**src/rtl/regfile_access_sequencer.sv**
```systemverilog
// Sequences one instruction's register-file traffic: optional writeback, two
// operand reads, then holds both operands until the consumer takes them.
module regfile_access_sequencer #(
  parameter int ADDR_W = 4,
  parameter int DATA_W = 32
) (
  input  logic              clock,
  input  logic              reset,
  input  logic              req_valid,
  output logic              req_ready,
  input  logic [ADDR_W-1:0] req_rs1,
  input  logic [ADDR_W-1:0] req_rs2,
  input  logic [ADDR_W-1:0] req_rd,
  input  logic              req_wb_en,
  input  logic [DATA_W-1:0] req_wb_data,
  output logic              rsp_valid,
  input  logic              rsp_ready,
  output logic [DATA_W-1:0] rsp_op_a,
  output logic [DATA_W-1:0] rsp_op_b,
  input  logic              clr_req,
  output logic              busy,
  output logic [ADDR_W-1:0] rf_address,
  output logic [DATA_W-1:0] rf_value,
  output logic              rf_write,
  output logic              rf_read,
  output logic              rf_reset,
  input  logic [DATA_W-1:0] rf_data_out
);

  typedef enum logic [2:0] {
    S_IDLE, S_CLEAR, S_WB, S_RD_A, S_RD_B, S_CAP_B, S_RESP
  } state_t;

  state_t              r_state;
  state_t              w_state_nxt;
  logic                w_accept;
  logic [ADDR_W-1:0]   w_rf_address;
  logic [ADDR_W-1:0]   r_rs1;
  logic [ADDR_W-1:0]   r_rs2;
  logic [ADDR_W-1:0]   r_rd;
  logic [DATA_W-1:0]   r_wb_data;
  logic [ADDR_W-1:0]   r_addr_hold;
  logic [DATA_W-1:0]   r_value_hold;
  logic [DATA_W-1:0]   r_op_a;
  logic [DATA_W-1:0]   r_op_b;

  assign req_ready = (r_state == S_IDLE) && !clr_req;
  assign w_accept  = req_valid && req_ready;
  assign busy      = (r_state != S_IDLE);
  assign rsp_valid = (r_state == S_RESP);
  assign rsp_op_a  = r_op_a;
  assign rsp_op_b  = r_op_b;

  always_ff @(posedge clock or posedge reset) begin
    if (reset) r_state <= S_IDLE;
    else       r_state <= w_state_nxt;
  end

  always_comb begin
    w_state_nxt  = r_state;
    rf_write     = 1'b0;
    rf_read      = 1'b0;
    rf_reset     = 1'b0;
    w_rf_address = r_addr_hold;
    rf_value     = r_value_hold;
    case (r_state)
      S_IDLE: begin
        // A clear request pre-empts any request offered in the same cycle.
        if (clr_req)       w_state_nxt = S_CLEAR;
        else if (w_accept) w_state_nxt = req_wb_en ? S_WB : S_RD_A;
      end
      S_CLEAR: begin
        rf_reset    = 1'b1;
        w_state_nxt = S_IDLE;
      end
      S_WB: begin
        rf_write     = 1'b1;
        w_rf_address = r_rd;
        rf_value     = r_wb_data;
        w_state_nxt  = S_RD_A;
      end
      S_RD_A: begin
        rf_read      = 1'b1;
        w_rf_address = r_rs1;
        w_state_nxt  = S_RD_B;
      end
      S_RD_B: begin
        rf_read      = 1'b1;
        w_rf_address = r_rs2;
        w_state_nxt  = S_CAP_B;
      end
      S_CAP_B: w_state_nxt = S_RESP;
      S_RESP:  if (rsp_ready) w_state_nxt = S_IDLE;
      default: w_state_nxt = S_IDLE;
    endcase
  end

  assign rf_address = w_rf_address;

  // Read data lags the read strobe by one cycle, so operand A lands during
  // RD_B and operand B during CAP_B.
  always_ff @(posedge clock or posedge reset) begin
    if (reset) begin
      r_rs1        <= '0;
      r_rs2        <= '0;
      r_rd         <= '0;
      r_wb_data    <= '0;
      r_addr_hold  <= '0;
      r_value_hold <= '0;
      r_op_a       <= '0;
      r_op_b       <= '0;
    end else begin
      r_addr_hold  <= w_rf_address;
      r_value_hold <= rf_value;
      if (w_accept) begin
        r_rs1     <= req_rs1;
        r_rs2     <= req_rs2;
        r_rd      <= req_rd;
        r_wb_data <= req_wb_data;
      end
      if (r_state == S_RD_B)  r_op_a <= rf_data_out;
      if (r_state == S_CAP_B) r_op_b <= rf_data_out;
    end
  end

endmodule

```
**config.mk**
```make
export PLATFORM = sky130hd
export DESIGN_NAME = regfile_access_sequencer
export DESIGN_NICKNAME = d
export VERILOG_FILES = /design/src/rtl/regfile_access_sequencer.sv
export SDC_FILE = /design/constraint.sdc
export NUM_CORES = 1
export LEC_CHECK = 0
export ABC_CLOCK_PERIOD_IN_PS = 8100
export CORE_ASPECT_RATIO = 1.75
export CORE_MARGIN = 1.5
export CORE_UTILIZATION = 50
export CTS_CLUSTER_DIAMETER = 150
export CTS_CLUSTER_SIZE = 20
export DETAILED_ROUTE_END_ITERATION = 10
export GPL_ROUTABILITY_DRIVEN = 0
export HOLD_SLACK_MARGIN = 0.1
export PLACE_DENSITY = 0.87
export REMOVE_ABC_BUFFERS = 1
export SLEW_MARGIN = 30
export SYNTH_ARGS = -nofsm -noshare
export SYNTH_HDL_FRONTEND = slang
export SYNTH_SLANG_ARGS = --single-unit
```
**constraint.sdc**
```tcl
create_clock -name clock -period 8.1 [get_ports clock]
set_input_delay 2.025 -clock clock [delete_from_list [all_inputs] [get_ports clock]]
set_output_delay 2.025 -clock clock [all_outputs]
set_load 0.03 [all_outputs]
```
# After elaboration in Yosys (flattened, before gate mapping)
# Cells that the tools add are included.
# W data, S select, Z words.
# word_totals
register_bits	147
latchBits	0
mem_bits_rw	0
rom_bits	0
in_bits	82
n_memories	0
# op_classes
add_sub_neg	0
n_mul	0
n_div	0
n_lt_le_gt_ge	0
eq_ne	8
shift	0
mux	10
bitwise_logic	0
n_reduce_logical	7
# op_table
cell	n
$mux W32	1
$pmux W3 S6	1
$pmux W4 S3	1
$eq A3 B3 Y1 const B	3
$mux W3	3
$eq A3 B2 Y1 const B	2
$mux W1	4
$eq A3 B1 Y1 const B	1
$logic_not A3 Y1	1
$ne A3 B3 Y1 const B	1
$reduce_bool A3 Y1	1
$logic_and A1 B1 Y1	2
$ne A2 B1 Y1 const B	1
$reduce_and A2 Y1	1
$reduce_or A2 Y1	1
$logic_not A1 Y1	1

# Logic depth before layout (Yosys ltp)
# Gate-level depths: netlist of run 1.
# depth
ltp_word	6
mapped_depth	5

# Least setup slack after synthesis of run 1
# No wires, ideal clock.
# synth_timing
kind	input to output
startpoint	input clr_req
endpoint	output req_ready
t_arrival_ps	2459
t_required_ps	6075
setup_slack_ps	3616
path_stages	1
path_buffers	0
path_cell_list	nor4_4
# synth_between
elab_chain_len	2
# synth_lines
item	line	text
start: declaration	20	input logic clr_req,
$logic_not A1 Y1	47	assign req_ready = (r_state == S_IDLE) && !clr_req;
$logic_and A1 B1 Y1	47	
end: declaration	10	output logic req_ready,
# No other way between the ends.

# Final worst setup path of run 1
# Ends and elaborated chain as after synthesis.

==> results.txt, run 1 <==
Yosys warns -> 0
Post-synth EDFFs -> 0
NumNets Final -> 626
DP Area -> 0.007819 mm2
Asr flop ratio synth -> 1.000
Leakage -> 3.719 nW
Post-Route WL -> 12670 um
Crit-path leading delay family -> buffers and inverters
Area leader, netlist -> dfrtp_1
R2R depth -> 3
Total negative slack -> 0 ps
Post-route ant nets -> 0
Min Tclk post-route -> 5463 ps
Initial antenna violation count -> 0
VDD IR-drop max -> 0.2779 mV
Hold depth -> 1
Clock Skews -> 8.203 ps
P per Cell Area -> 498.6 mW/mm2
Failing checks -> DRC
Post-Syn Area per Cell -> 16.66 um2
WP data arrival -> 3440 ps
Synth top area share -> 0.6254
Worst path slowest cell -> clkdlybuf4s50_1
Vias -> 3642
Fin crit share -> 0.6745
Status -> complete, but fails checks
Io pins -> 188
Slew HR -> 0.4433
Class of the worst hold path -> register to register
Critical path fanouts, max -> 2
GRT Overall Usage -> 0.2130
Clock Sinks -> 147
Die height -> 146.5 um
DRC Markers -> 13
DR vias/cell -> 5.263
Clock Latency Late Sink -> 410 ps
Kind of critical path -> input pin to primary output
Row count -> 52
Max-Cap Viols -> 0
Worst slew pin tran -> 835.0 ps
Post-CTS setup buffers -> 0
Synth Instances -> 353
Top post-synthesis cells by area -> dfrtp_1, mux2_2, mux2_4
Post_cts resized -> 0
Critical-path cell list -> clkdlybuf4s50_1 > nor4_4 > clkdlybuf4s50_1
Distinct cells, synth -> 30
Fin. Hold Viols -> 0
Primary FF master, synth -> dfrtp_1
CTS max path bufs -> 2
Most Frequent Cell on Critical Path -> clkdlybuf4s50_1
Starting DRT DRC Count -> 109
Worst setup SP type -> input pin
Gr ovfl total -> 0
Post-Syn Area -> 0.005882 mm2
#FFs+latches synth -> 147
Finish-stage setup viols -> 0
Largest net degree at the start of global routing -> 83
Synth cell count leaders -> dfrtp_1, mux2_2, mux2_4
Clk root buf -> clkbuf_16
Htree depth -> 4
Die area -> 0.01245 mm2
Drt first pass iters -> 8
Chip width -> 84.99 um
DPL Wire Length -> 8718 um
Worst endpoint required time -> 6080 ps
# hold bufs at CTS -> 0
CTS clk-pin slew, worst paths -> 60 ps
Design area -> 0.008456 mm2
Vias in the first global route -> 4082
Buffers on Ports -> 187
Count leader, synth -> dfrtp_1
Worst path depth -> 3
Global-route wire length before repair -> 20510 um
Slew Viols, Final -> 0
Register area share after synthesis -> 0.6254
Buf+Inv Stages, Crit Path -> 2
Avg WL per Cell -> 18.31 um
Starting Density -> 0.5108
CTS tree -> built
CTS Buf Count -> 17
CP max stage delay -> 730 ps
CP endpoint kind -> primary output
Share of cells above drive strength 1 -> 0.3268
Fmax -> 0.1830 GHz
Core box area -> 0.01152 mm2
Area growth syn-to-layout -> 43.76%
RSZ-0062 raised after global routing -> false
Diodes inserted -> 0
==> metrics by stage <==
stage	total power, mW	setup WS, ps	hold WS (ps)	utilization	instances
after global placement	3.362	2641	481.2	0.6789	659
final	4.216	2637	496.3	0.7342	692
after detailed placement	3.435	2632	486.1	0.6789	659
after global routing	4.409	2589	509.0	0.7342	692
after CTS	4.244	2631	500.6	0.7315	691
after floorplan	2.594	2124	473.7	-	334
==> final cells by class <==
type	instances	area, um2
clock buffers	21	480.5
clock inverters	11	125.1
fillers	749	3060
inverters	2	12.51
multi-input cells	185	2064
flip-flops and latches	147	3679
well taps	135	168.9
repair buffers	191	1926
==> layout by cell type (no fill, tap or decap), types with 4 or more instances in the layout <==
master / instances
mux2_4: 40
clkdlybuf4s50_1: 187
clkbuf_16: 17
clkbuf_8: 4
a22oi_1: 4
nand2b_1: 4
mux2_2: 100
o21ai_0: 6
dfrtp_1: 147
nand2_1: 4
a211oi_1: 4
==> report_power, final <==
part	switching (mW)	internal, mW	leakage, nW
Sequential	0.218	1.11	1.75
Combinational	1.07	1.03	1.67
Clock	0.296	0.488	0.296
==> logic make-up after synthesis <==
kind of cell | synth area share
AND/OR/NAND/NOR | 0.03382
flip-flops | 0.6254
buffers and inverters | 0.02446
multiplexers | 0.2936
XOR/XNOR | 0.001489
AO/OA/AOI/OAI | 0.02127
==> worst register-to-register path: cells and delay by family, from the launching register on <==
family        cells  cell delay [ps]
mux               1              550
simple gates      2              920
flops             1              640
==> per-layer routing <==
layer / GRT usage / wire length, um / vias to the layer above
met5: 0 / 0 / -
met4: 0.09508 / 387 / 0
met3: 0.05596 / 665 / 27
met2: 0.3770 / 6856 / 139
met1: 0.2361 / 4763 / 1837
li1: - / - / 1639
==> state kept, by name, indices dropped and copies added (netlist names) <==
name,flops
rsp_op_a,32
r_rd,4
r_value_hold,32
r_rs2,4
r_wb_data,32
r_addr_hold,4
r_rs1,4
r_state,3
rsp_op_b,32
==> final timing paths <==
| check | slack (ps) | endpoint | start |
|---|---|---|---|
| max in group asynchronous | 4870 | r_wb_data[15] | reset |
| min in group asynchronous | 2080 | rsp_op_b[18] | reset |
| worst min register to register | 500 | r_value_hold[15] | r_value_hold[15] |
| worst max-delay path | 2640 | req_ready | clr_req |
| worst min-delay path | 500 | r_value_hold[15] | r_value_hold[15] |
| worst max register to register | 5870 | r_wb_data[4] | r_state[0] |
Note: power is estimated with default switching activity, not from simulation.
==> inputs of run 2 (changes only) <==
--- a/config.mk
+++ b/config.mk
@@ -5,16 +5,16 @@
 export SDC_FILE = /design/constraint.sdc
 export NUM_CORES = 1
 export LEC_CHECK = 0
-export ABC_CLOCK_PERIOD_IN_PS = 8100
+export ABC_CLOCK_PERIOD_IN_PS = 5700
 export CORE_ASPECT_RATIO = 1.75
 export CORE_MARGIN = 1.5
-export CORE_UTILIZATION = 50
+export CORE_UTILIZATION = 46
 export CTS_CLUSTER_DIAMETER = 150
 export CTS_CLUSTER_SIZE = 20
 export DETAILED_ROUTE_END_ITERATION = 10
 export GPL_ROUTABILITY_DRIVEN = 0
 export HOLD_SLACK_MARGIN = 0.1
-export PLACE_DENSITY = 0.87
+export PLACE_DENSITY = 0.81
 export REMOVE_ABC_BUFFERS = 1
 export SLEW_MARGIN = 30
 export SYNTH_ARGS = -nofsm -noshare
==> constraint.sdc (replaced) <==
create_clock -name clock -period 5.7 [get_ports clock]
set_input_delay 1.425 -clock clock [delete_from_list [all_inputs] [get_ports clock]]
set_output_delay 1.425 -clock clock [all_outputs]
set_load 0.03 [all_outputs]
==> results.txt, run 2 (synthesized netlist as in run 1, its figures left out) <==
DRC Markers -> 0 (-13)
Gr ovfl total -> 0 (unchanged)
Clock Latency Late Sink -> 410 ps (about the same)
Starting DRT DRC Count -> 166 (+52%)
Status -> complete, no violations
Slew Viols, Final -> 0 (unchanged)
P per Cell Area -> 700.4 mW/mm2 (+40%)
Initial antenna violation count -> 0 (unchanged)
Diodes inserted -> 0 (unchanged)
Fmax -> 0.2306 GHz
Chip width -> 88.48 um (+4.1%)
Avg WL per Cell -> 17.38 um (-5.1%)
Commonest non-fill, non-tap cells in the layout -> clkdlybuf4s50_1, dfrtp_1, mux2_2
Clk root buf -> clkbuf_16
Post-Route WL -> 12600 um (-0.58%)
Worst slew pin tran -> 835.5 ps (+0.4867 ps)
Row count -> 54 (+3.8%)
Slew HR -> 0.4430 (about the same)
Post-route setup slack -> 1363 ps (-1274 ps)
Finish-stage setup viols -> 0 (unchanged)
CTS tree -> built
Vias -> 3615 (-0.74%)
Total negative slack -> 0 ps (unchanged)
Clock Skews -> 7.196 ps (-1.008 ps)
DR vias/cell -> 4.986 (-5.3%)
Tot Pwr -> 5.910 mW (+40%)
Die area -> 0.01350 mm2 (+8.4%)
Vias in the first global route -> 4074 (-0.20%)
FF/Latch Area -> 0.003679 mm2 (unchanged)
Global-route wire length before repair -> 20060 um (-2.2%)
Clock Sinks -> 147 (unchanged)
Worst setup SP type -> register
DP Area -> 0.007863 mm2 (+0.56%)
Htree depth -> 4 (unchanged)
CP endpoint kind -> primary output
NumNets Final -> 626 (unchanged)
WP data arrival -> 2910 ps (-530 ps)
Area growth syn-to-layout -> 43.46%
Kind of critical path -> register to primary output
Post_cts resized -> 0 (unchanged)
CTS Buf Count -> 17 (unchanged)
Core box area -> 0.01250 mm2 (+8.5%)
CTS clk-pin slew, worst paths -> 60 ps (about the same)
VDD IR-drop max -> 0.3869 mV (+39%)
Filler cells -> 886 (+18%)
Share of cells above drive strength 1 -> 0.3268 (unchanged)
DPL Wire Length -> 8826 um (+1.2%)
Starting Density -> 0.4706 (-0.04019)
# hold bufs at CTS -> 0 (unchanged)
Critical path fanouts, max -> 33 (+31)
RSZ-0062 raised after global routing -> false
Die height -> 152.6 um (+4.2%)
Fin. Hold Viols -> 0 (unchanged)
Post-route ant nets -> 0 (unchanged)
Fin crit share -> 0.7609
Area taken by multi-input logic gates -> 0.002059 mm2 (-0.24%)
Worst endpoint required time -> 4280 ps (-1800 ps)
Design area -> 0.008438 mm2 (-0.21%)
Commonest non-fill, non-tap cell in the layout -> clkdlybuf4s50_1
CTS max path bufs -> 2 (unchanged)
Min Tclk post-route -> 4337 ps
Buffers on Ports -> 187 (unchanged)
Largest net degree at the start of global routing -> 112 (+35%)
Post-CTS setup buffers -> 0 (unchanged)
Placement Setup Slack -> 1414 ps (-1219 ps)
Drt first pass iters -> 4 (-4)
Class of the worst hold path -> register to register
Leakage -> 3.684 nW (-0.96%)
Io pins -> 188 (unchanged)
GRT Overall Usage -> 0.1959 (-0.01718)
Max-Cap Viols -> 0 (unchanged)
## run 2: changes by cell type in the layout (fill, tap and decap cells not counted), moves of 2 or more
cell        before  now
clkbuf_8         4    0
clkinvlp_4       2    5
inv_8            0    3
buf_4            2    4
clkinv_2         3    1
## run 2: critical path: stages, from the launching register on
cell and delay, ps:
dfrtp_1 750, nor3b_4 280, buf_4 420, mux2_2 400
clkdlybuf4s50_1 620
## run 2: worst paths after layout
kind	start	end	slack, ps	depth (start not counted)
worst min-delay path	r_value_hold[4]	r_value_hold[4]	490	1
worst max-delay path	r_state[1]	rf_value[5]	1360	4
worst min register to register	r_value_hold[4]	r_value_hold[4]	490	1
worst max register to register	r_state[0]	r_wb_data[27]	3500	3
min in group asynchronous	reset	rsp_op_b[31]	1560	2
max in group asynchronous	reset	r_wb_data[30]	3210	3
## run 2: area by class of cell
class	instances	share of cell area
Tap cell	168	0.02491
Sequential cell	147	0.4359
Inverter	2	0.001779
Clock inverter	15	0.01750
Clock buffer	17	0.05042
Multi-Input combinational cell	185	0.2441
Timing Repair Buffer	191	0.2254
## run 2: metal layers
layer  global-route usage  vias up  wire length (um)  part of all wire
met4               0.1153        0               548             0.043
li1                     -     1641                 -                 -
met2               0.3388      143              6855              0.54
met1               0.2119     1797              4654              0.37
met5                    0        -                 0                 0
met3              0.04442       34               540             0.043
## run 2: metrics by stage
step / hold WS [ps] / instances / util
after global placement: 480.3 / 693 / 0.6290
after global routing: 513.4 / 725 / 0.6751
after CTS: 499.6 / 725 / 0.6749
after floorplan: 473.7 / 334 / -
after detailed placement: 485.2 / 693 / 0.6290
final: 493.3 / 725 / 0.6751
## run 2: report_power, final
part	total, mW	switching (mW)	leakage [nW]	internal, mW
logic	2.97	1.52	1.67	1.45
registers	1.87	0.290	1.75	1.58
clock network	1.07	0.454	0.267	0.612
==> inputs of run 3 (changes only) <==
--- a/config.mk
+++ b/config.mk
@@ -5,16 +5,16 @@
 export SDC_FILE = /design/constraint.sdc
 export NUM_CORES = 1
 export LEC_CHECK = 0
-export ABC_CLOCK_PERIOD_IN_PS = 5700
+export ABC_CLOCK_PERIOD_IN_PS = 3900
 export CORE_ASPECT_RATIO = 1.75
 export CORE_MARGIN = 1.5
-export CORE_UTILIZATION = 46
+export CORE_UTILIZATION = 42
 export CTS_CLUSTER_DIAMETER = 150
 export CTS_CLUSTER_SIZE = 20
 export DETAILED_ROUTE_END_ITERATION = 10
 export GPL_ROUTABILITY_DRIVEN = 0
 export HOLD_SLACK_MARGIN = 0.1
-export PLACE_DENSITY = 0.81
+export PLACE_DENSITY = 0.78
 export REMOVE_ABC_BUFFERS = 1
 export SLEW_MARGIN = 30
 export SYNTH_ARGS = -nofsm -noshare
==> constraint.sdc (replaced) <==
create_clock -name clock -period 3.9 [get_ports clock]
set_input_delay 0.975 -clock clock [delete_from_list [all_inputs] [get_ports clock]]
set_output_delay 0.975 -clock clock [all_outputs]
set_load 0.03 [all_outputs]
==> results.txt, run 3 (synthesized netlist as in run 1, its figures left out) <==
Fmax -> 0.2741 GHz
Share of cells above drive strength 1 -> 0.3304 (+0.003607)
Clock Sinks -> 147 (unchanged)
Design area -> 0.008499 mm2 (+0.73%)
Vias in the first global route -> 4075 (+0.025%)
Fin crit share -> 0.9355
Total negative slack -> 0 ps (unchanged)
# hold bufs at CTS -> 0 (unchanged)
Starting DRT DRC Count -> 127 (-23%)
Drt first pass iters -> 4 (unchanged)
Wl on met1 -> 4901 um (+5.3%)
Die height -> 159.6 um (+4.6%)
Worst endpoint required time -> 2920 ps (-1360 ps)
Critical-path cell list -> nor2b_4 > nor3_1 > a211oi_1 > clkdlybuf4s50_1
Post-CTS setup buffers -> 0 (unchanged)
Status -> complete, no violations
Metal3 WL -> 647 um (+20%)
Area growth syn-to-layout -> 44.50%
CP endpoint kind -> primary output
Slew HR -> 0.4388 (-0.004196)
VDD IR-drop max -> 0.5487 mV (+42%)
DPL Wire Length -> 9032 um (+2.3%)
NumNets Final -> 629 (+0.48%)
CTS clk-pin slew, worst paths -> 60 ps (about the same)
Class of the worst hold path -> register to register
Commonest non-fill, non-tap cells in the layout -> clkdlybuf4s50_1, dfrtp_1, mux2_2
Vias -> 3641 (+0.72%)
GRT Overall Usage -> 0.1812 (-0.01464)
Global-route wire length before repair -> 20930 um (+4.4%)
Clock Skews -> 10.66 ps (+3.460 ps)
WP data arrival -> 2670 ps (-240 ps)
RSZ-0062 raised after global routing -> false
Critical path fanouts, max -> 17 (-48%)
DP Area -> 0.007926 mm2 (+0.81%)
Clock Latency Late Sink -> 410 ps (about the same)
Fin. Hold Viols -> 0 (unchanged)
Diodes inserted -> 0 (unchanged)
Worst slew pin tran -> 841.8 ps (+6.293 ps)
CTS Buf Count -> 17 (unchanged)
Min Tclk post-route -> 3648 ps
Avg WL per Cell -> 17.32 um (-0.32%)
Starting Density -> 0.4273 (-0.04325)
Final Util -> 0.6175 (-0.05759)
Placement Setup Slack -> 504.1 ps (-909.5 ps)
Post-route ant nets -> 0 (unchanged)
Gr ovfl total -> 0 (unchanged)
Die area -> 0.01475 mm2 (+9.3%)
DR vias/cell -> 4.940 (-0.92%)
Post_cts resized -> 0 (unchanged)
Finish-stage setup viols -> 0 (unchanged)
Worst setup SP type -> register
Slew Viols, Final -> 0 (unchanged)
Io pins -> 188 (unchanged)
Clk root buf -> clkbuf_16
Row count -> 57 (+5.6%)
Initial antenna violation count -> 0 (unchanged)
DRC Markers -> 0 (unchanged)
Commonest non-fill, non-tap cell in the layout -> clkdlybuf4s50_1
Max-Cap Viols -> 0 (unchanged)
Core box area -> 0.01376 mm2 (+10%)
Buffers on Ports -> 187 (unchanged)
Post-Route WL -> 12770 um (+1.3%)
Leakage -> 3.718 nW (+0.92%)
Post-route setup slack -> 251.7 ps (-1111 ps)
CTS tree -> built
Largest net degree at the start of global routing -> 59 (-47%)
Chip width -> 92.46 um (+4.5%)
CTS max path bufs -> 2 (unchanged)
Worst path slowest cell -> clkdlybuf4s50_1
Top sig layer -> met4
P per Cell Area -> 1023 mW/mm2 (+46%)
Htree depth -> 4 (unchanged)
Kind of critical path -> register to primary output
CP max stage delay -> 770 ps (+20 ps)
Met2 WL -> 7042 um (+2.7%)
-- run 3: changes by cell type in the layout (fill, tap and decap cells not counted), sizes merged --
cell | before | now
buf | 4 | 7
clkinv | 3 | 4
clkinvlp | 5 | 2
inv | 8 | 10
-- run 3: path summary, 6_finish.rpt --
path,startpoint,to,slack [ps],cells past startpoint
worst max-delay path,r_state[2],rf_address[3],250,4
worst min-delay path,r_value_hold[4],r_value_hold[4],490,1
worst max register to register,r_state[0],r_wb_data[3],1660,3
worst min register to register,r_value_hold[4],r_value_hold[4],490,1
max in group asynchronous,reset,rsp_op_b[19],2170,3
min in group asynchronous,reset,rsp_op_b[5],1000,2
-- run 3: metrics by stage --
step	hold WS, ps	instances	total power, mW
2_1_floorplan	473.7	334	5.387
3_3_place_gp	480.3	705	7.024
3_5_place_dp	484.3	705	7.174
4_1_cts	498.4	737	8.789
5_1_grt	508.0	737	9.123
6_report	494.5	737	8.694
-- run 3: metal layers --
metal	global-route usage	vias up
met2	0.3329	137
li1	-	1647
met3	0.04298	12
met1	0.2025	1845
met5	0	-
met4	0.05594	0
-- run 3: area by class of cell --
class                           instances  area, um2
Clock buffer                           17      425.4
Clock inverter                         15      147.6
Fill cell                            1029       5265
Inverter                                2      12.51
Multi-Input combinational cell        185       2064
Sequential cell                       147       3679
Tap cell                              177      221.5
Timing Repair Buffer                  194       1949
-- run 3: worst max-delay path: cells and delay by family, from the launching register on --
family	cells	cell delay [ps]
buf+inv	1	770
flops	1	730
compound gates	1	390
simple gates	2	380
-- run 3: power by group --
part           internal [mW]  switching [mW]  leakage (nW)
combinational           2.14            2.23          1.69
sequential              2.31           0.433          1.75
clock                  0.899           0.677         0.279
